**src/rtl/note_sequencer.sv**
```systemverilog
// Note sequencer: buffers received note bytes in a FIFO and plays each one
// for (dur+1) beats followed by a silent gap, driving a registered note code.
module note_sequencer #(
  parameter int BEAT_CYCLES = 25_000_000,
  parameter int GAP_CYCLES  = 1_000_000,
  parameter int FIFO_DEPTH  = 16
) (
  input  logic       clk,
  input  logic       rst,
  input  logic [7:0] rx_data,
  input  logic       rx_valid,
  input  logic       clear,
  output logic [4:0] note,
  output logic       playing,
  output logic [4:0] fifo_count,
  output logic       overflow
);

  localparam int AW       = (FIFO_DEPTH > 1) ? $clog2(FIFO_DEPTH) : 1;
  localparam int CNT_SPAN = (BEAT_CYCLES > GAP_CYCLES) ? BEAT_CYCLES : GAP_CYCLES;
  localparam int CW       = (CNT_SPAN > 2) ? $clog2(CNT_SPAN) : 1;
  localparam logic [CW-1:0] BEAT_LAST = CW'(BEAT_CYCLES - 1);
  localparam logic [CW-1:0] GAP_LAST  = CW'((GAP_CYCLES > 0) ? GAP_CYCLES - 1 : 0);
  localparam logic [4:0]    DEPTH     = 5'(FIFO_DEPTH);

  typedef enum logic [1:0] {IDLE, PLAY, GAP} state_t;

  logic [7:0]    mem [FIFO_DEPTH];
  logic [AW-1:0] wr_ptr, rd_ptr;
  logic [4:0]    count;
  state_t        state;
  logic [2:0]    dur, beat;
  logic [CW-1:0] cyc;

  logic       full, push, drop, pop;
  logic [7:0] head;

  // Full check uses the pre-edge count, so a byte arriving on a pop edge while full is dropped.
  always_comb begin
    full = (count == DEPTH);
    push = rx_valid && !clear && !full;
    drop = rx_valid && !clear && full;
    pop  = (state == IDLE) && (count != '0) && !clear;
    head = mem[rd_ptr];
  end

  assign fifo_count = count;

  always_ff @(posedge clk) begin
    if (push) mem[wr_ptr] <= rx_data;
  end

  always_ff @(posedge clk or posedge rst) begin
    if (rst) begin
      wr_ptr   <= '0;
      rd_ptr   <= '0;
      count    <= '0;
      overflow <= 1'b0;
    end else if (clear) begin
      wr_ptr   <= '0;
      rd_ptr   <= '0;
      count    <= '0;
      overflow <= 1'b0;
    end else begin
      if (push) wr_ptr <= wr_ptr + 1'b1;
      if (pop)  rd_ptr <= rd_ptr + 1'b1;
      case ({push, pop})
        2'b10:   count <= count + 5'd1;
        2'b01:   count <= count - 5'd1;
        default: count <= count;
      endcase
      if (drop) overflow <= 1'b1;
    end
  end

  always_ff @(posedge clk or posedge rst) begin
    if (rst) begin
      state   <= IDLE;
      note    <= '0;
      playing <= 1'b0;
      dur     <= '0;
      beat    <= '0;
      cyc     <= '0;
    end else if (clear) begin
      state   <= IDLE;
      note    <= '0;
      playing <= 1'b0;
      dur     <= '0;
      beat    <= '0;
      cyc     <= '0;
    end else begin
      case (state)
        IDLE: begin
          if (pop) begin
            dur     <= head[7:5];
            beat    <= '0;
            cyc     <= '0;
            note    <= (head[4:0] <= 5'd21) ? head[4:0] : '0;
            playing <= 1'b1;
            state   <= PLAY;
          end else begin
            note    <= '0;
            playing <= 1'b0;
          end
        end
        PLAY: begin
          if (cyc == BEAT_LAST) begin
            cyc <= '0;
            if (beat == dur) begin
              note <= '0;
              if (GAP_CYCLES > 0) begin
                state <= GAP;
              end else begin
                state   <= IDLE;
                playing <= 1'b0;
              end
            end else begin
              beat <= beat + 3'd1;
            end
          end else begin
            cyc <= cyc + 1'b1;
          end
        end
        GAP: begin
          if (cyc == GAP_LAST) begin
            cyc     <= '0;
            state   <= IDLE;
            playing <= 1'b0;
          end else begin
            cyc <= cyc + 1'b1;
          end
        end
        default: state <= IDLE;
      endcase
    end
  end

endmodule

```
**config.mk**
```make
export PLATFORM = sky130hd
export DESIGN_NAME = note_sequencer
export DESIGN_NICKNAME = d
export VERILOG_FILES = /design/src/rtl/note_sequencer.sv
export SDC_FILE = /design/constraint.sdc
export NUM_CORES = 1
export LEC_CHECK = 0
export BUFFER_PORTS_ARGS = -buffer_cell sky130_fd_sc_hd__buf_4
export CORE_ASPECT_RATIO = 0.9
export CORE_MARGIN = 2
export CORE_UTILIZATION = 50
export CTS_BUF_LIST = sky130_fd_sc_hd__clkbuf_4 sky130_fd_sc_hd__clkbuf_8
export DETAILED_ROUTE_END_ITERATION = 8
export PLACE_DENSITY = 0.66
export SLEW_MARGIN = 10
export SYNTH_ARGS = -nofsm -noshare
export SYNTH_HDL_FRONTEND = slang
export SYNTH_SLANG_ARGS = --single-unit
export TNS_END_PERCENT = 50
```
**constraint.sdc**
```tcl
create_clock -name clk -period 3 [get_ports clk]
set_input_delay 0.3 -clock clk [delete_from_list [all_inputs] [get_ports clk]]
set_output_delay 0.3 -clock clk [all_outputs]
set_load 0.03 [all_outputs]
```
# Yosys cells after proc, flatten, opt, wreduce, memory -nomap -nowiden
# Memory sizes are Yosys's and may differ from the RTL's.
# Cells that the tools add are included.
totals:
  regBits: 53
  ram_bits: 128
  inputBits: 12
  wordCells: 93
  n_memories: 1
classes:
  addsub: 6
  n_lt_le_gt_ge: 1
  n_eq_ne: 13
  muxes: 39
  n_reduce_logical: 23
mem_list:
  columns: ["name", "depth", "width", "read_ports", "rd_clocked_by_memory_dff", "wr", "line", "rtl"]
  rows:
  - ["mem", 16, 8, 1, 0, 1, "28", "logic [7:0] mem [FIFO_DEPTH];"]
ops:
  columns: ["cell", "count"]
  rows:
  - ["2-to-1 mux 25 bit", 4]
  - ["case mux 25 bit (3 select lines)", 1]
  - ["2-to-1 mux 5 bit", 6]
  - ["adder 25 x 1 -> 25 bit, second input constant", 1]
  - ["equality test 25 x 20 -> 1 bit, second input constant", 1]
  - ["equality test 25 bit, second input constant", 1]
  - ["2-to-1 mux 3 bit", 7]
  - ["case mux 5 bit (2 select lines)", 2]
  - ["2-to-1 mux 4 bit", 4]
  - ["!= test 3 bit, second input constant", 5]
  - ["2-to-1 mux 2 bit", 5]
  - ["nonzero test 3 bit", 3]
  - ["adder 4 x 1 -> 4 bit, second input constant", 2]
  - ["AND reduction 4 bit", 2]
  - ["nonzero test 2 bit", 4]
  - ["2-to-1 mux 1 bit", 7]
  - ["case mux 2 bit (3 select lines)", 1]
  - ["case mux 3 bit (2 select lines)", 1]
  - ["AND reduction 2 bit", 3]
  - ["adder 5 x 1 -> 5 bit, second input constant", 1]
  - ["equality test 5 bit, second input constant", 1]
  - ["<= comparator 5 bit, second input constant", 1]
  - ["logical AND 1 bit", 5]
  - ["nonzero test 5 bit", 1]
  - ["10 further kinds", 13]

# Logic depth before layout (Yosys ltp)
# Gate-level depths: netlist of the first run.
depth:
  ltp_word: 6
  ltp_mapped: 11
  ltp_nobuf: 11

# Worst setup path after synthesis of the first run
# Ideal clock, no wire load.
synth_path:
  path_kind: "register -> register"
  startpoint: "reg count[2] (netlist: fifo_count[2])"
  endpoint: "reg count[4] (netlist: fifo_count[4])"
  t_arrival_ns: 2.666
  slack_ns: 0.202
  stages_incl_launch_ff: 11
  period_less_slack_ns: 2.798
  path_cell_list: "dfrtp_1 -> clkbuf_1 -> or4_1 -> o211ai_1 -> xnor2_1 -> ha_1 -> or3_1 -> a21oi_1 -> o211ai_1 -> xor2_1 -> nor2_1"
synth_between:
  elab_chain_cells: 6
  word_cells_on_any_way: 13
  cone_classes: "add/sub (2); eq/ne (3); mux (2); reduce/logical (6)"
synth_rtl:
  columns: ["item", "line", "rtl"]
  rows:
  - ["start: declaration", "30", "logic [4:0] count;"]
  - ["start signal: assignment", "68", "2'b10: count <= count + 5'd1;"]
  - ["start signal: assignment", "69", "2'b01: count <= count - 5'd1;"]
  - ["start signal: assignment", "70", "default: count <= count;"]
  - ["equality test 5 bit or nonzero test 5 bit (tied branches)", "40, 43", null]
  - ["logical NOT 1 bit or logical AND 1 bit (tied branches)", "41, 43", null]
  - ["logical AND 1 bit, on equally long branches", "41, 43", null]
  - ["equality test 2 x 1 -> 1 bit or equality test 2 bit (tied branches)", "67", "case ({push, pop})"]
  - ["case mux 5 bit (2 select lines)", "67", null]
  - ["2-to-1 mux 5 bit", "59", "end else if (clear) begin"]
# Several ways; a longest one is shown, not always the timed one.
# A chain may end at the register's enable or synchronous reset.

# Worst setup path after layout of the first run
layout_path:
  startpoint: "reg count[3] (netlist: fifo_count[3])"
  endpoint: "reg count[4] (netlist: fifo_count[4])"
# The elaborated chain is that of the path after synthesis.

==> flow_summary.html, run 1 <==
<table>
<tr><th>Metric</th><th>Value</th></tr>
<tr><th colspan="2">STA</th></tr>
<tr><td>Sum of negative setup slack</td><td>0 ns</td></tr>
<tr><td># setup viols final</td><td>0</td></tr>
<tr><td>Relative slew slack</td><td>41.9%</td></tr>
<tr><td>Transition time at the pin with the least slew margin</td><td>0.867 ns</td></tr>
<tr><td>Final period utilization</td><td>91.6%</td></tr>
<tr><td>Final-report max-slew violation count</td><td>0</td></tr>
<tr><td>Achievable clock frequency</td><td>364 MHz</td></tr>
<tr><td>Unrepaired setup endpoints after global routing</td><td>no</td></tr>
<tr><td>Minimum setup slack in the final design</td><td>0.251 ns</td></tr>
<tr><td>Minimum hold slack</td><td>0.120 ns</td></tr>
<tr><td>Min Tclk post-route</td><td>2.75 ns</td></tr>
<tr><td>Number of hold violations in the final report</td><td>0</td></tr>
<tr><td>Clk_skew</td><td>0.0125 ns</td></tr>
<tr><th colspan="2">Floorplan</th></tr>
<tr><td>Die outline width</td><td>137 um</td></tr>
<tr><td>Ports placed on the boundary</td><td>24</td></tr>
<tr><td>DIE HEIGHT</td><td>123 um</td></tr>
<tr><td>Starting utilization of the core area</td><td>51.3%</td></tr>
<tr><td>Core outline area</td><td>0.0154 sq mm</td></tr>
<tr><td>Standard-cell rows</td><td>43</td></tr>
<tr><td>Die area</td><td>0.0169 sq mm</td></tr>
<tr><th colspan="2">Yosys</th></tr>
<tr><td>Asr flop ratio synth</td><td>29.3%</td></tr>
<tr><td>Number of synthesized flops with an enable pin</td><td>128</td></tr>
<tr><td>Biggest area consumer among synthesized cells</td><td>sky130_fd_sc_hd__edfxtp_1</td></tr>
<tr><td>Post-Syn Area per Cell</td><td>14.8 sq um</td></tr>
<tr><td>Post-synthesis sequential element count</td><td>181</td></tr>
<tr><td>Count of different cell masters after synthesis</td><td>57</td></tr>
<tr><td>Area contributors post-synth</td><td>sky130_fd_sc_hd__edfxtp_1 (49%), sky130_fd_sc_hd__dfrtp_1 (17%), sky130_fd_sc_hd__mux4_2 (9.9%)</td></tr>
<tr><td>Sequential share of the synthesized area</td><td>65.3%</td></tr>
<tr><td>Total standard cell area after synthesis</td><td>0.00792 sq mm</td></tr>
<tr><td>Synth warn</td><td>0</td></tr>
<tr><td>Share of the synthesized area in the top cell type</td><td>48.5%</td></tr>
<tr><td>Post-synth net total</td><td>559</td></tr>
<tr><td>Synthesized instance count</td><td>534</td></tr>
<tr><td>Most frequently used flop master after synthesis</td><td>sky130_fd_sc_hd__edfxtp_1</td></tr>
<tr><th colspan="2">Pwr</th></tr>
<tr><td>Total power after layout</td><td>6.28 mW</td></tr>
<tr><td>Power density relative to cell area</td><td>711 mW/mm^2</td></tr>
<tr><td>Peak supply drop</td><td>0.422 mV</td></tr>
<tr><td>Static leakage power</td><td>3.17 nW</td></tr>
<tr><th colspan="2">Global route</th></tr>
<tr><td>Overall track demand over capacity in global routing</td><td>20.7%</td></tr>
<tr><td>Vias in the first global route</td><td>4642</td></tr>
<tr><td>Global-route wire length before repair</td><td>25400 um</td></tr>
<tr><td>Largest net degree at the start of global routing</td><td>38</td></tr>
<tr><td>Initial antenna violation count</td><td>0</td></tr>
<tr><td>Total grt overflow</td><td>0</td></tr>
<tr><th colspan="2">Routing</th></tr>
<tr><td>Via count</td><td>4561</td></tr>
<tr><td>Initial drt markers</td><td>276</td></tr>
<tr><td>Routed wire length</td><td>15900 um</td></tr>
<tr><td>Detailed-router iteration count before antenna repair</td><td>5</td></tr>
<tr><td>Via-per-instance ratio</td><td>5.74</td></tr>
<tr><td>Average routed wire per standard cell</td><td>20.1 um</td></tr>
<tr><td>Drt drc</td><td>0</td></tr>
<tr><td>Antenna violation net count after detailed routing</td><td>0</td></tr>
<tr><th colspan="2">Critical path</th></tr>
<tr><td>Cell depth of the worst flop-to-flop path</td><td>9</td></tr>
<tr><td>Register-to-register setup slack</td><td>0.25 ns</td></tr>
<tr><td>Arrival time of the worst setup path</td><td>3.15 ns</td></tr>
<tr><td>Startpoint Class</td><td>register</td></tr>
<tr><td>Critical Path RT</td><td>3.40 ns</td></tr>
<tr><td>Startpoint-to-endpoint class of the critical path</td><td>reg -&gt; reg</td></tr>
<tr><td>Critical register-to-register path startpoint</td><td>fifo_count[3]</td></tr>
<tr><td>Endpoint kind of the worst setup timing path</td><td>register</td></tr>
<tr><td>Launch point of the critical path</td><td>fifo_count[3]</td></tr>
<tr><td>Largest driver fanout on the critical path</td><td>6</td></tr>
<tr><td>Capturing instance or port of the critical path</td><td>fifo_count[4]</td></tr>
<tr><td>R2R Path End</td><td>fifo_count[4]</td></tr>
<tr><th colspan="2">Layout</th></tr>
<tr><td>Antenna diodes</td><td>0</td></tr>
<tr><td>Share of the core filled with cells</td><td>57.2%</td></tr>
<tr><td>Final non-filler cell total</td><td>795</td></tr>
<tr><td>Design Area, Final</td><td>0.00884 sq mm</td></tr>
<tr><td>Relative area change from synthesis to final layout</td><td>11.6%</td></tr>
<tr><td>FILL cells</td><td>1213</td></tr>
<tr><td>Layout cell share with drive strength beyond 1</td><td>21.1%</td></tr>
<tr><td># nets final</td><td>605</td></tr>
<tr><th colspan="2">Hold path</th></tr>
<tr><td>Hold crit path type</td><td>in -&gt; reg</td></tr>
<tr><th colspan="2">Job</th></tr>
<tr><td>Number of maximum-capacitance violations</td><td>0</td></tr>
<tr><th colspan="2">Clock tree</th></tr>
<tr><td>H-tree depth</td><td>4</td></tr>
<tr><td>Clock network latency to the later pin of the worst-skew pair</td><td>0.47 ns</td></tr>
<tr><td>Number of sinks handled by clock tree synthesis</td><td>181</td></tr>
<tr><td>Clock root buffer master</td><td>sky130_fd_sc_hd__clkbuf_8</td></tr>
<tr><td>Clock tree from TritonCTS</td><td>yes</td></tr>
<tr><td>Number of setup buffers added after CTS</td><td>0</td></tr>
<tr><td>Maximum buffer depth of the clock tree</td><td>2</td></tr>
<tr><td>Number of CTS-inserted buffers</td><td>17</td></tr>
<tr><td>CTS clock-pin slew for the worst setup and hold paths</td><td>0.10 ns</td></tr>
<tr><th colspan="2">Place</th></tr>
<tr><td>RePlAce Congestion</td><td>0.844</td></tr>
<tr><td>Instance count after placement with tap cells included</td><td>762</td></tr>
<tr><td>Quantity of I/O buffers inserted on ports</td><td>23</td></tr>
<tr><td>Hpwl dp</td><td>10600 um</td></tr>
<tr><td>Post-DP Area</td><td>0.00842 sq mm</td></tr>
<tr><td>Post-Place Worst Slack</td><td>0.278 ns</td></tr>
<tr><th colspan="2">Status</th></tr>
<tr><td>Outcome</td><td>completed</td></tr>
</table>
==> synth_stat cells, types with 13 or more instances <==
library cell and n:
sky130_fd_sc_hd__a21oi_1 14, sky130_fd_sc_hd__xnor2_1 13, sky130_fd_sc_hd__xor2_1 20, sky130_fd_sc_hd__dfrtp_1 53
sky130_fd_sc_hd__nor2_1 48, sky130_fd_sc_hd__nand2_1 35, sky130_fd_sc_hd__and2_1 14, sky130_fd_sc_hd__inv_1 16
sky130_fd_sc_hd__edfxtp_1 128, sky130_fd_sc_hd__nand3_1 20, sky130_fd_sc_hd__ha_1 13, sky130_fd_sc_hd__mux4_2 35
==> registers in the layout, summed over array words and instances (netlist names) <==
signal      flops
beat            3
cyc            25
dur             3
fifo_count      5
mem           128
note            5
overflow        1
playing         1
rd_ptr          4
state           2
wr_ptr          4
==> area by class of cell <==
| cell class | instances | area, sq um | area share [%] |
|---|---|---|---|
| Clock inverter | 15 | 169 | 1.91 |
| Multi-Input combinational cell | 319 | 2610 | 29.6 |
| Sequential cell | 181 | 5170 | 58.5 |
| Inverter | 16 | 60.1 | 0.679 |
| Tap cell | 202 | 253 | 2.86 |
| Clock buffer | 17 | 234 | 2.65 |
| Timing Repair Buffer | 45 | 340 | 3.85 |
==> layer usage <==
metal | vias up | track usage [%] | part of all wire (%)
met5 | - | 0 | 0
met4 | 0 | 4.95 | 0.84
met3 | 12 | 4.47 | 3.5
met2 | 91 | 34.0 | 49
met1 | 2342 | 28.4 | 46
li1 | 2116 | - | -
==> critical path: stages (launching register included) <==
cell	delay (ns)
sky130_fd_sc_hd__dfrtp_1	0.46
sky130_fd_sc_hd__or4_1	0.55
sky130_fd_sc_hd__o211ai_1	0.45
sky130_fd_sc_hd__xnor2_1	0.13
sky130_fd_sc_hd__ha_1	0.23
sky130_fd_sc_hd__or3_1	0.31
sky130_fd_sc_hd__a21oi_1	0.17
sky130_fd_sc_hd__o211ai_1	0.11
sky130_fd_sc_hd__xor2_1	0.18
sky130_fd_sc_hd__nor2_1	0.09
==> cells by family after synthesis <==
group	count (synthesis)	synth area share [%]
AO/OA/AOI/OAI	50	4.09
XOR/XNOR	33	3.65
adder cells (fa/ha/maj)	13	2.05
buffers and inverters	34	1.80
flip-flops	181	65.3
multiplexers	47	11.5
AND/OR/NAND/NOR	176	11.7
==> what timing repair did <==
item,in CTS,in global routing
endpoints found under the setup margin,0,1
gates resized for setup,0,1
hold endpoints to repair,36,0
hold buffers,1,0
==> how the worst min path moves through the flow <==
stage	start	end	cells past startpoint
finish	rx_data[6]	mem[4][6]	1
detailed placement	overflow	overflow	2
CTS	rx_data[6]	mem[5][6]	1
global placement	rst	cyc[0]	2
global route	rx_data[3]	mem[0][3]	1
floorplan	rx_data[0]	mem[0][0]	0
==> layout by cell type (no fill, tap or decap), drive strengths merged, types with 12 or more instances in the layout <==
cell type  instances
a21oi             14
and2              14
buf               44
clkbuf            17
dfrtp             53
edfxtp           128
ha                13
inv               21
mux4              35
nand2             35
nand3             20
nor2              49
o21ai             12
xnor2             13
xor2              20
==> power breakdown <==
part / leakage [nW] / total [mW] / switching (mW) / internal [mW]
combinational: 1.10 / 1.71 / 1.02 / 0.687
clock: 0.193 / 1.64 / 0.951 / 0.693
sequential: 1.88 / 2.93 / 0.128 / 2.80
total: 3.17 / 6.28 / 2.10 / 4.18
(Power assumes the default switching activity.)
==> inputs of run 2 (changes only) <==
==> constraint.sdc (replaced) <==
create_clock -name clk -period 3.3 [get_ports clk]
set_input_delay 0.33 -clock clk [delete_from_list [all_inputs] [get_ports clk]]
set_output_delay 0.33 -clock clk [all_outputs]
set_load 0.03 [all_outputs]
==> run 2 against run 1 <==
Compared with the run above: sequential share of layout area rose by 0.39 points; flip-flop and latch count did not move; maximum frequency fell by 1.6%; critical path depth did not move; setup slack improved by 0.25 ns; design area fell by 0.67%; largest power group unchanged; global-route usage fell by 1.1 points.
==> flow_summary.html, run 2 (synthesis results as in run 1) <==
<table>
<tr><th>Metric</th><th>Value</th></tr>
<tr><th colspan="2">Layout</th></tr>
<tr><td>Final non-filler cell total</td><td>785</td></tr>
<tr><td>Most common library cell in the layout ignoring fill and taps</td><td>sky130_fd_sc_hd__edfxtp_1</td></tr>
<tr><td>Layout cell share with drive strength beyond 1</td><td>19.7%</td></tr>
<tr><td>Register bank with the most flops</td><td>mem</td></tr>
<tr><td>Design Area, Final</td><td>0.00878 sq mm</td></tr>
<tr><td>Flip-flop count of the largest register after layout</td><td>128</td></tr>
<tr><td>Antenna diodes</td><td>0</td></tr>
<tr><td>Largest regs</td><td>mem x128, cyc x25</td></tr>
<tr><td>Relative area change from synthesis to final layout</td><td>10.8%</td></tr>
<tr><td># nets final</td><td>596</td></tr>
<tr><td>Share of the core filled with cells</td><td>56.9%</td></tr>
<tr><td>Commonest cells after routing, fill and taps aside</td><td>sky130_fd_sc_hd__edfxtp_1 (128), sky130_fd_sc_hd__dfrtp_1 (52), sky130_fd_sc_hd__nor2_1 (48)</td></tr>
<tr><td>FILL cells</td><td>1197</td></tr>
<tr><th colspan="2">Routing</th></tr>
<tr><td>Via count</td><td>4462</td></tr>
<tr><td>Drt drc</td><td>0</td></tr>
<tr><td>Antenna violation net count after detailed routing</td><td>0</td></tr>
<tr><td>Average routed wire per standard cell</td><td>19.7 um</td></tr>
<tr><td>Routed wire length</td><td>15500 um</td></tr>
<tr><td>Initial drt markers</td><td>341</td></tr>
<tr><td>Via-per-instance ratio</td><td>5.68</td></tr>
<tr><td>Detailed-router iteration count before antenna repair</td><td>5</td></tr>
<tr><th colspan="2">Clock tree</th></tr>
<tr><td># resized after CTS</td><td>0</td></tr>
<tr><td>Clock network latency to the later pin of the worst-skew pair</td><td>0.47 ns</td></tr>
<tr><td>Number of sinks handled by clock tree synthesis</td><td>181</td></tr>
<tr><td>Clock tree from TritonCTS</td><td>yes</td></tr>
<tr><td>Number of setup buffers added after CTS</td><td>0</td></tr>
<tr><td>CTS clock-pin slew for the worst setup and hold paths</td><td>0.10 ns</td></tr>
<tr><td>Clock root buffer master</td><td>sky130_fd_sc_hd__clkbuf_8</td></tr>
<tr><td>H-tree depth</td><td>4</td></tr>
<tr><td>Maximum buffer depth of the clock tree</td><td>2</td></tr>
<tr><td>Number of CTS-inserted buffers</td><td>17</td></tr>
<tr><td>Number of buffers inserted for hold repair after clock tree synthesis</td><td>0</td></tr>
<tr><th colspan="2">Status</th></tr>
<tr><td>Outcome</td><td>completed</td></tr>
<tr><th colspan="2">Floorplan</th></tr>
<tr><td>Die outline width</td><td>137 um</td></tr>
<tr><td>Die area</td><td>0.0169 sq mm</td></tr>
<tr><td>Starting utilization of the core area</td><td>51.3%</td></tr>
<tr><td>Core outline area</td><td>0.0154 sq mm</td></tr>
<tr><td>DIE HEIGHT</td><td>123 um</td></tr>
<tr><td>Standard-cell rows</td><td>43</td></tr>
<tr><td>Ports placed on the boundary</td><td>24</td></tr>
<tr><th colspan="2">Critical path</th></tr>
<tr><td>Critical register-to-register path startpoint</td><td>fifo_count[1]</td></tr>
<tr><td>Endpoint kind of the worst setup timing path</td><td>register</td></tr>
<tr><td>R2R Path End</td><td>fifo_count[4]</td></tr>
<tr><td>Crit path cell chain</td><td>or4_1 -&gt; o211ai_1 -&gt; xnor2_1 -&gt; ha_1 -&gt; or3_1 -&gt; a21oi_1 -&gt; o211ai_1 -&gt; xor2_1 -&gt; nor2_1</td></tr>
<tr><td>Critical-path top delay cell</td><td>sky130_fd_sc_hd__or4_1</td></tr>
<tr><td>Cell depth of the worst flop-to-flop path</td><td>9</td></tr>
<tr><td>Startpoint-to-endpoint class of the critical path</td><td>reg -&gt; reg</td></tr>
<tr><td>Critical Path RT</td><td>3.70 ns</td></tr>
<tr><td>Worst path max stage delay</td><td>0.62 ns</td></tr>
<tr><td>Critical path's most frequent cell</td><td>sky130_fd_sc_hd__o211ai_1</td></tr>
<tr><td>Largest driver fanout on the critical path</td><td>9</td></tr>
<tr><td>Arrival time of the worst setup path</td><td>3.19 ns</td></tr>
<tr><td>Register-to-register setup slack</td><td>0.51 ns</td></tr>
<tr><td>Startpoint Class</td><td>register</td></tr>
<tr><th colspan="2">Pwr</th></tr>
<tr><td>Switching Fraction</td><td>32.7%</td></tr>
<tr><td>Power share of the sequential group</td><td>47.1%</td></tr>
<tr><td>Peak supply drop</td><td>0.392 mV</td></tr>
<tr><td>Total internal power</td><td>3.84 mW</td></tr>
<tr><td>Sw Pwr</td><td>1.87 mW</td></tr>
<tr><td>Power density relative to cell area</td><td>650 mW/mm^2</td></tr>
<tr><td>Static leakage power</td><td>3.14 nW</td></tr>
<tr><td>Total power after layout</td><td>5.71 mW</td></tr>
<tr><td>Clk pwr share</td><td>27.0%</td></tr>
<tr><td>Logic gate share of total power</td><td>25.9%</td></tr>
<tr><th colspan="2">STA</th></tr>
<tr><td>Transition time at the pin with the least slew margin</td><td>0.906 ns</td></tr>
<tr><td>Sum of negative setup slack</td><td>0 ns</td></tr>
<tr><td>Min Tclk post-route</td><td>2.79 ns</td></tr>
<tr><td>Number of hold violations in the final report</td><td>0</td></tr>
<tr><td>Final-report max-slew violation count</td><td>0</td></tr>
<tr><td>Unrepaired setup endpoints after global routing</td><td>no</td></tr>
<tr><td>Relative slew slack</td><td>39.5%</td></tr>
<tr><td># setup viols final</td><td>0</td></tr>
<tr><td>Achievable clock frequency</td><td>358 MHz</td></tr>
<tr><td>Clk_skew</td><td>0.0166 ns</td></tr>
<tr><td>Final period utilization</td><td>84.7%</td></tr>
<tr><th colspan="2">Place</th></tr>
<tr><td>RePlAce Congestion</td><td>0.793</td></tr>
<tr><td>Instance count after placement with tap cells included</td><td>754</td></tr>
<tr><td>Quantity of I/O buffers inserted on ports</td><td>23</td></tr>
<tr><td>Post-DP Area</td><td>0.00838 sq mm</td></tr>
<tr><td>Hpwl dp</td><td>10300 um</td></tr>
<tr><th colspan="2">Global route</th></tr>
<tr><td>Largest net degree at the start of global routing</td><td>54</td></tr>
<tr><td>Overall track demand over capacity in global routing</td><td>19.5%</td></tr>
<tr><td>Global-route wire length before repair</td><td>24100 um</td></tr>
<tr><td>Total grt overflow</td><td>0</td></tr>
<tr><td>Initial antenna violation count</td><td>0</td></tr>
<tr><td>Vias in the first global route</td><td>4401</td></tr>
<tr><th colspan="2">Job</th></tr>
<tr><td>Number of maximum-capacitance violations</td><td>0</td></tr>
<tr><th colspan="2">Hold path</th></tr>
<tr><td>Hold crit path type</td><td>in -&gt; async</td></tr>
</table>
-- run 2: cell types whose count changed in the layout (fill, tap and decap cells not counted) --
cell and delta:
sky130_fd_sc_hd__buf_4 -9, sky130_fd_sc_hd__inv_6 +3, sky130_fd_sc_hd__clkinv_2 +2, sky130_fd_sc_hd__clkinv_8 -1, sky130_fd_sc_hd__inv_8 -1, sky130_fd_sc_hd__dlygate4sd3_1 -1
sky130_fd_sc_hd__clkinv_4 -3, sky130_fd_sc_hd__inv_2 -1, sky130_fd_sc_hd__nor2b_2 -1, sky130_fd_sc_hd__bufinv_16 +1, sky130_fd_sc_hd__nor2b_1 +1, sky130_fd_sc_hd__buf_12 +1
sky130_fd_sc_hd__clkinvlp_4 -1
-- run 2: stage by stage --
step	setup slack, ns	hold slack, ns
2_1_floorplan	0.502	0.429
3_3_place_gp	0.596	0.482
3_5_place_dp	0.549	0.494
4_1_cts	0.519	0.143
5_1_grt	0.325	0.107
6_report	0.506	0.0381
-- run 2: power groups by stage --
stage / sequential (mW) / clock (mW) / combinational, mW
2_1_floorplan: 2.76 / 0 / 1.07
3_3_place_gp: 2.72 / 0 / 1.46
3_5_place_dp: 2.73 / 0 / 1.49
4_1_cts: 2.69 / 1.57 / 1.50
5_1_grt: 2.70 / 1.65 / 1.63
6_report: 2.69 / 1.54 / 1.48
-- run 2: cell type report --
type / count / area, sq um / share of cell area, %
clock inverters: 14 / 169 / 1.92
clock buffers: 17 / 234 / 2.66
inverters: 16 / 61.3 / 0.698
repair buffers: 36 / 283 / 3.22
well taps: 202 / 253 / 2.88
multi-input cells: 319 / 2610 / 29.7
flip-flops and latches: 181 / 5170 / 58.9
-- run 2: per-layer routing --
| metal | routed length (um) | track usage, % | up-vias |
|---|---|---|---|
| met5 | 0 | 0 | - |
| met4 | 308 | 5.79 | 0 |
| met3 | 544 | 4.67 | 16 |
| met2 | 7350 | 30.7 | 91 |
| met1 | 7260 | 27.3 | 2260 |
| li1 | - | - | 2095 |
-- run 2: how the worst max path moves through the flow --
stage | endpoint | slack (ns) | from | cells after the start
after detailed placement | fifo_count[4] | 0.55 | fifo_count[1] | 9
final | fifo_count[4] | 0.51 | fifo_count[1] | 9
after global routing | fifo_count[4] | 0.32 | state[1] | 11
after global placement | fifo_count[4] | 0.60 | fifo_count[1] | 9
after CTS | fifo_count[4] | 0.52 | fifo_count[1] | 9
after floorplan | fifo_count[4] | 0.50 | fifo_count[2] | 10
-- run 2: critical path: cells and delay by family, from the launching register on --
kind,cells,cell delay [ns]
adder cells (fa/ha/maj),1,0.24
AO/OA/AOI/OAI,3,0.68
AND/OR/NAND/NOR,3,1.03
XOR/XNOR,2,0.31
flip-flops,1,0.49
==> inputs of run 3 (changes only) <==
--- a/config.mk
+++ b/config.mk
@@ -5,6 +5,7 @@
 export SDC_FILE = /design/constraint.sdc
 export NUM_CORES = 1
 export LEC_CHECK = 0
+export ABC_AREA = 1
 export BUFFER_PORTS_ARGS = -buffer_cell sky130_fd_sc_hd__buf_4
 export CORE_ASPECT_RATIO = 0.9
 export CORE_MARGIN = 2
==> constraint.sdc (replaced) <==
create_clock -name clk -period 2.86 [get_ports clk]
set_input_delay 0.286 -clock clk [delete_from_list [all_inputs] [get_ports clk]]
set_output_delay 0.286 -clock clk [all_outputs]
set_load 0.03 [all_outputs]
==> run 3 against run 2 <==
Compared with the run above: die area is 8.8% higher; non-clock buffer count rose by 12; cell count up 47%; first-iteration DRC count grew 66%; sequential power rose by 14%; clock power grew 9.7%; combinational power increased by 55%; worst hold slack improved by 0.026 ns; routed wire length up 23%; maximum frequency grew 25%; synthesized area increased by 9.1%.
==> flow_summary.html, run 3 <==
<table>
<tr><th>Metric</th><th>Value</th></tr>
<tr><th colspan="2">Status</th></tr>
<tr><td>Outcome</td><td>completed</td></tr>
<tr><th colspan="2">Clock tree</th></tr>
<tr><td>Clock root buffer master</td><td>sky130_fd_sc_hd__clkbuf_8</td></tr>
<tr><td># resized after CTS</td><td>0</td></tr>
<tr><td>Clock tree from TritonCTS</td><td>yes</td></tr>
<tr><td>Number of CTS-inserted buffers</td><td>17</td></tr>
<tr><td>CTS clock-pin slew for the worst setup and hold paths</td><td>0.11 ns</td></tr>
<tr><td>Number of sinks handled by clock tree synthesis</td><td>181</td></tr>
<tr><td>Maximum buffer depth of the clock tree</td><td>2</td></tr>
<tr><td>H-tree depth</td><td>4</td></tr>
<tr><td>Clock network latency to the later pin of the worst-skew pair</td><td>0.47 ns</td></tr>
<tr><th colspan="2">Yosys</th></tr>
<tr><td>Commonest cells in the synthesized netlist</td><td>sky130_fd_sc_hd__nand2_1 (167), sky130_fd_sc_hd__nor2_1 (150), sky130_fd_sc_hd__edfxtp_1 (128)</td></tr>
<tr><td>Synthesized instance count</td><td>897</td></tr>
<tr><td>Post-synth net total</td><td>922</td></tr>
<tr><td>Post-Syn Area per Cell</td><td>9.64 sq um</td></tr>
<tr><td>Post-synthesis sequential element count</td><td>181</td></tr>
<tr><td>Biggest area consumer among synthesized cells</td><td>sky130_fd_sc_hd__edfxtp_1</td></tr>
<tr><td>Count of different cell masters after synthesis</td><td>46</td></tr>
<tr><td>Fraction of the mapped netlist area in compound gates</td><td>8.18%</td></tr>
<tr><td>Most frequently used flop master after synthesis</td><td>sky130_fd_sc_hd__edfxtp_1</td></tr>
<tr><td>Share of the synthesized area in the top cell type</td><td>44.5%</td></tr>
<tr><td>Asr flop ratio synth</td><td>29.3%</td></tr>
<tr><td>Number of synthesized flops with an enable pin</td><td>128</td></tr>
<tr><td>Area share of fa/ha/maj cells after synthesis</td><td>1.88%</td></tr>
<tr><td>Largest family of logic cells by synthesized area</td><td>simple AND/OR/NAND/NOR gates</td></tr>
<tr><td>Area contributors post-synth</td><td>sky130_fd_sc_hd__edfxtp_1 (44%), sky130_fd_sc_hd__dfrtp_1 (15%), sky130_fd_sc_hd__nand2_1 (7.3%)</td></tr>
<tr><td>Synth warn</td><td>0</td></tr>
<tr><td>Sequential share of the synthesized area</td><td>59.8%</td></tr>
<tr><td>Total standard cell area after synthesis</td><td>0.00865 sq mm</td></tr>
<tr><td>Post-synthesis share of cell area spent on and, or, nand and nor gates</td><td>23.7%</td></tr>
<tr><td>Portion of netlist area occupied by mux cells</td><td>0%</td></tr>
<tr><td>Leading cell type by number of instances after synthesis</td><td>sky130_fd_sc_hd__nand2_1</td></tr>
<tr><td>Xor and xnor fraction of the mapped netlist area</td><td>1.22%</td></tr>
<tr><th colspan="2">Critical path</th></tr>
<tr><td>Startpoint-to-endpoint class of the critical path</td><td>reg -&gt; reg</td></tr>
<tr><td>Arrival time of the worst setup path</td><td>2.60 ns</td></tr>
<tr><td>Startpoint Class</td><td>register</td></tr>
<tr><td>Largest driver fanout on the critical path</td><td>9</td></tr>
<tr><td>Critical Path RT</td><td>3.23 ns</td></tr>
<tr><td>Endpoint kind of the worst setup timing path</td><td>register</td></tr>
<tr><th colspan="2">Place</th></tr>
<tr><td>Quantity of I/O buffers inserted on ports</td><td>23</td></tr>
<tr><td>Post-DP Area</td><td>0.00913 sq mm</td></tr>
<tr><td>Hpwl dp</td><td>13100 um</td></tr>
<tr><td>RePlAce Congestion</td><td>0.893</td></tr>
<tr><th colspan="2">STA</th></tr>
<tr><td># setup viols final</td><td>0</td></tr>
<tr><td>Transition time at the pin with the least slew margin</td><td>0.619 ns</td></tr>
<tr><td>Sum of negative setup slack</td><td>0 ns</td></tr>
<tr><td>Min Tclk post-route</td><td>2.23 ns</td></tr>
<tr><td>Unrepaired setup endpoints after global routing</td><td>no</td></tr>
<tr><td>Final period utilization</td><td>77.9%</td></tr>
<tr><td>Final-report max-slew violation count</td><td>0</td></tr>
<tr><td>Achievable clock frequency</td><td>449 MHz</td></tr>
<tr><td>Number of hold violations in the final report</td><td>0</td></tr>
<tr><td>Relative slew slack</td><td>58.7%</td></tr>
<tr><td>Clk_skew</td><td>0.0155 ns</td></tr>
<tr><th colspan="2">Floorplan</th></tr>
<tr><td>Ports placed on the boundary</td><td>24</td></tr>
<tr><td>Die area</td><td>0.0184 sq mm</td></tr>
<tr><td>Die outline width</td><td>143 um</td></tr>
<tr><td>Starting utilization of the core area</td><td>51.2%</td></tr>
<tr><td>Core outline area</td><td>0.0169 sq mm</td></tr>
<tr><td>Standard-cell rows</td><td>45</td></tr>
<tr><td>DIE HEIGHT</td><td>129 um</td></tr>
<tr><th colspan="2">Global route</th></tr>
<tr><td>Total grt overflow</td><td>0</td></tr>
<tr><td>Global-route track usage on met2</td><td>32.8%</td></tr>
<tr><td>Overall track demand over capacity in global routing</td><td>21.9%</td></tr>
<tr><td>Initial antenna violation count</td><td>0</td></tr>
<tr><td>Largest net degree at the start of global routing</td><td>74</td></tr>
<tr><td>Most used routing layer</td><td>met2</td></tr>
<tr><td>Met1 track demand over resource in global routing</td><td>32.4%</td></tr>
<tr><td>Vias in the first global route</td><td>5981</td></tr>
<tr><td>Global-route track usage on met3</td><td>4.95%</td></tr>
<tr><td>Global-route wire length before repair</td><td>31000 um</td></tr>
<tr><th colspan="2">Layout</th></tr>
<tr><td>Multi-input combinational cell area</td><td>0.00302 sq mm</td></tr>
<tr><td>FILL cells</td><td>1488</td></tr>
<tr><td># nets final</td><td>957</td></tr>
<tr><td>Antenna diodes</td><td>0</td></tr>
<tr><td>Relative area change from synthesis to final layout</td><td>10.2%</td></tr>
<tr><td>Commonest cells after routing, fill and taps aside</td><td>sky130_fd_sc_hd__nand2_1 (167), sky130_fd_sc_hd__nor2_1 (150), sky130_fd_sc_hd__edfxtp_1 (128), sky130_fd_sc_hd__o21ai_0 (71), sky130_fd_sc_hd__nand3_1 (68)</td></tr>
<tr><td>Layout cell share with drive strength beyond 1</td><td>14.3%</td></tr>
<tr><td>Register bank with the most flops</td><td>mem</td></tr>
<tr><td>Most common library cell in the layout ignoring fill and taps</td><td>sky130_fd_sc_hd__nand2_1</td></tr>
<tr><td>Design Area, Final</td><td>0.00953 sq mm</td></tr>
<tr><td>Sequential cell area</td><td>0.00517 sq mm</td></tr>
<tr><td>Largest regs</td><td>mem x128, cyc x25</td></tr>
<tr><td>Flip-flop count of the largest register after layout</td><td>128</td></tr>
<tr><th colspan="2">Routing</th></tr>
<tr><td>Antenna violation net count after detailed routing</td><td>0</td></tr>
<tr><td>Drt drc</td><td>0</td></tr>
<tr><td>Via count</td><td>6318</td></tr>
<tr><td>Initial drt markers</td><td>565</td></tr>
<tr><td>Average routed wire per standard cell</td><td>16.4 um</td></tr>
<tr><td>Via-per-instance ratio</td><td>5.47</td></tr>
<tr><td>Routed wire length</td><td>19000 um</td></tr>
<tr><td>Detailed-router iteration count before antenna repair</td><td>5</td></tr>
<tr><th colspan="2">Pwr</th></tr>
<tr><td>Static leakage power</td><td>3.65 nW</td></tr>
<tr><td>Power density relative to cell area</td><td>741 mW/mm^2</td></tr>
<tr><td>Peak supply drop</td><td>0.410 mV</td></tr>
<tr><th colspan="2">Hold path</th></tr>
<tr><td>Hold crit path type</td><td>in -&gt; reg</td></tr>
<tr><th colspan="2">Job</th></tr>
<tr><td>Number of maximum-capacitance violations</td><td>0</td></tr>
</table>
## run 3: kinds of logic after synthesis
| family | after synthesis |
|---|---|
| AND/OR/NAND/NOR | 461 |
| flip-flops | 181 |
| AO/OA/AOI/OAI | 125 |
| buffers and inverters | 105 |
| adder cells (fa/ha/maj) | 13 |
| XOR/XNOR | 12 |
## run 3: report_power, final
| group | leakage, nW | internal (mW) | switching, mW |
|---|---|---|---|
| clock | 0.194 | 0.656 | 1.04 |
| sequential | 1.88 | 2.95 | 0.119 |
| combinational | 1.58 | 0.705 | 1.59 |
## run 3: final timing paths
path,to,from,slack (ns),cells after the start
worst max register to register,fifo_count[4],state[0],0.63,18
min in group asynchronous,fifo_count[3],rst,0.44,3
worst min-delay path,overflow,clear,0.06,2
max in group asynchronous,note[3],rst,1.85,4
worst max-delay path,fifo_count[4],state[0],0.63,18
worst min register to register,overflow,overflow,0.52,2
## run 3: cell type report
| class | count | share of cell area [%] |
|---|---|---|
| Timing Repair Buffer | 48 | 4.20 |
| Clock inverter | 15 | 1.65 |
| Multi-Input combinational cell | 611 | 31.7 |
| Tap cell | 211 | 2.77 |
| Inverter | 73 | 2.93 |
| Sequential cell | 181 | 54.3 |
| Clock buffer | 17 | 2.46 |
## run 3: timing repair
action,CTS,global route
endpoints found under the setup margin,0,0
setup buffers,0,0
endpoints found under the hold margin,27,0
hold buffers,1,0
## run 3: worst max-delay path, cell delays in order, from the launching register on
cell and delay [ns]:
sky130_fd_sc_hd__dfrtp_1 0.43, sky130_fd_sc_hd__inv_1 0.10, sky130_fd_sc_hd__ha_1 0.23, sky130_fd_sc_hd__inv_1 0.09, sky130_fd_sc_hd__nor2_4 0.12, sky130_fd_sc_hd__nand2_2 0.10
sky130_fd_sc_hd__inv_2 0.15, sky130_fd_sc_hd__nand2_2 0.13, sky130_fd_sc_hd__nand2_1 0.08, sky130_fd_sc_hd__nand2_1 0.06, sky130_fd_sc_hd__inv_2 0.05, sky130_fd_sc_hd__ha_1 0.13
sky130_fd_sc_hd__inv_1 0.04, sky130_fd_sc_hd__nand2_1 0.09, sky130_fd_sc_hd__nand3_1 0.11, sky130_fd_sc_hd__nand2_1 0.07, sky130_fd_sc_hd__nand2_1 0.04, sky130_fd_sc_hd__nand3_1 0.06
sky130_fd_sc_hd__nand2_1 0.05
## run 3: routing by layer
layer	share of wire, %	vias to the layer above
li1	-	3117
met1	47	2969
met2	45	206
met3	6.5	26
met4	1.6	0
met5	0	-
## run 3: through the flow
step	power [mW]	setup slack (ns)	util, %	hold WS (ns)	cells
after floorplan	4.84	0.840	-	0.385	897
after global placement	5.39	0.787	54.0	0.407	1123
after detailed placement	5.43	0.656	54.0	0.413	1123
after CTS	7.12	0.638	56.4	0.0294	1156
after global routing	7.51	0.398	56.4	0.0367	1156
final	7.06	0.632	56.4	0.0640	1156
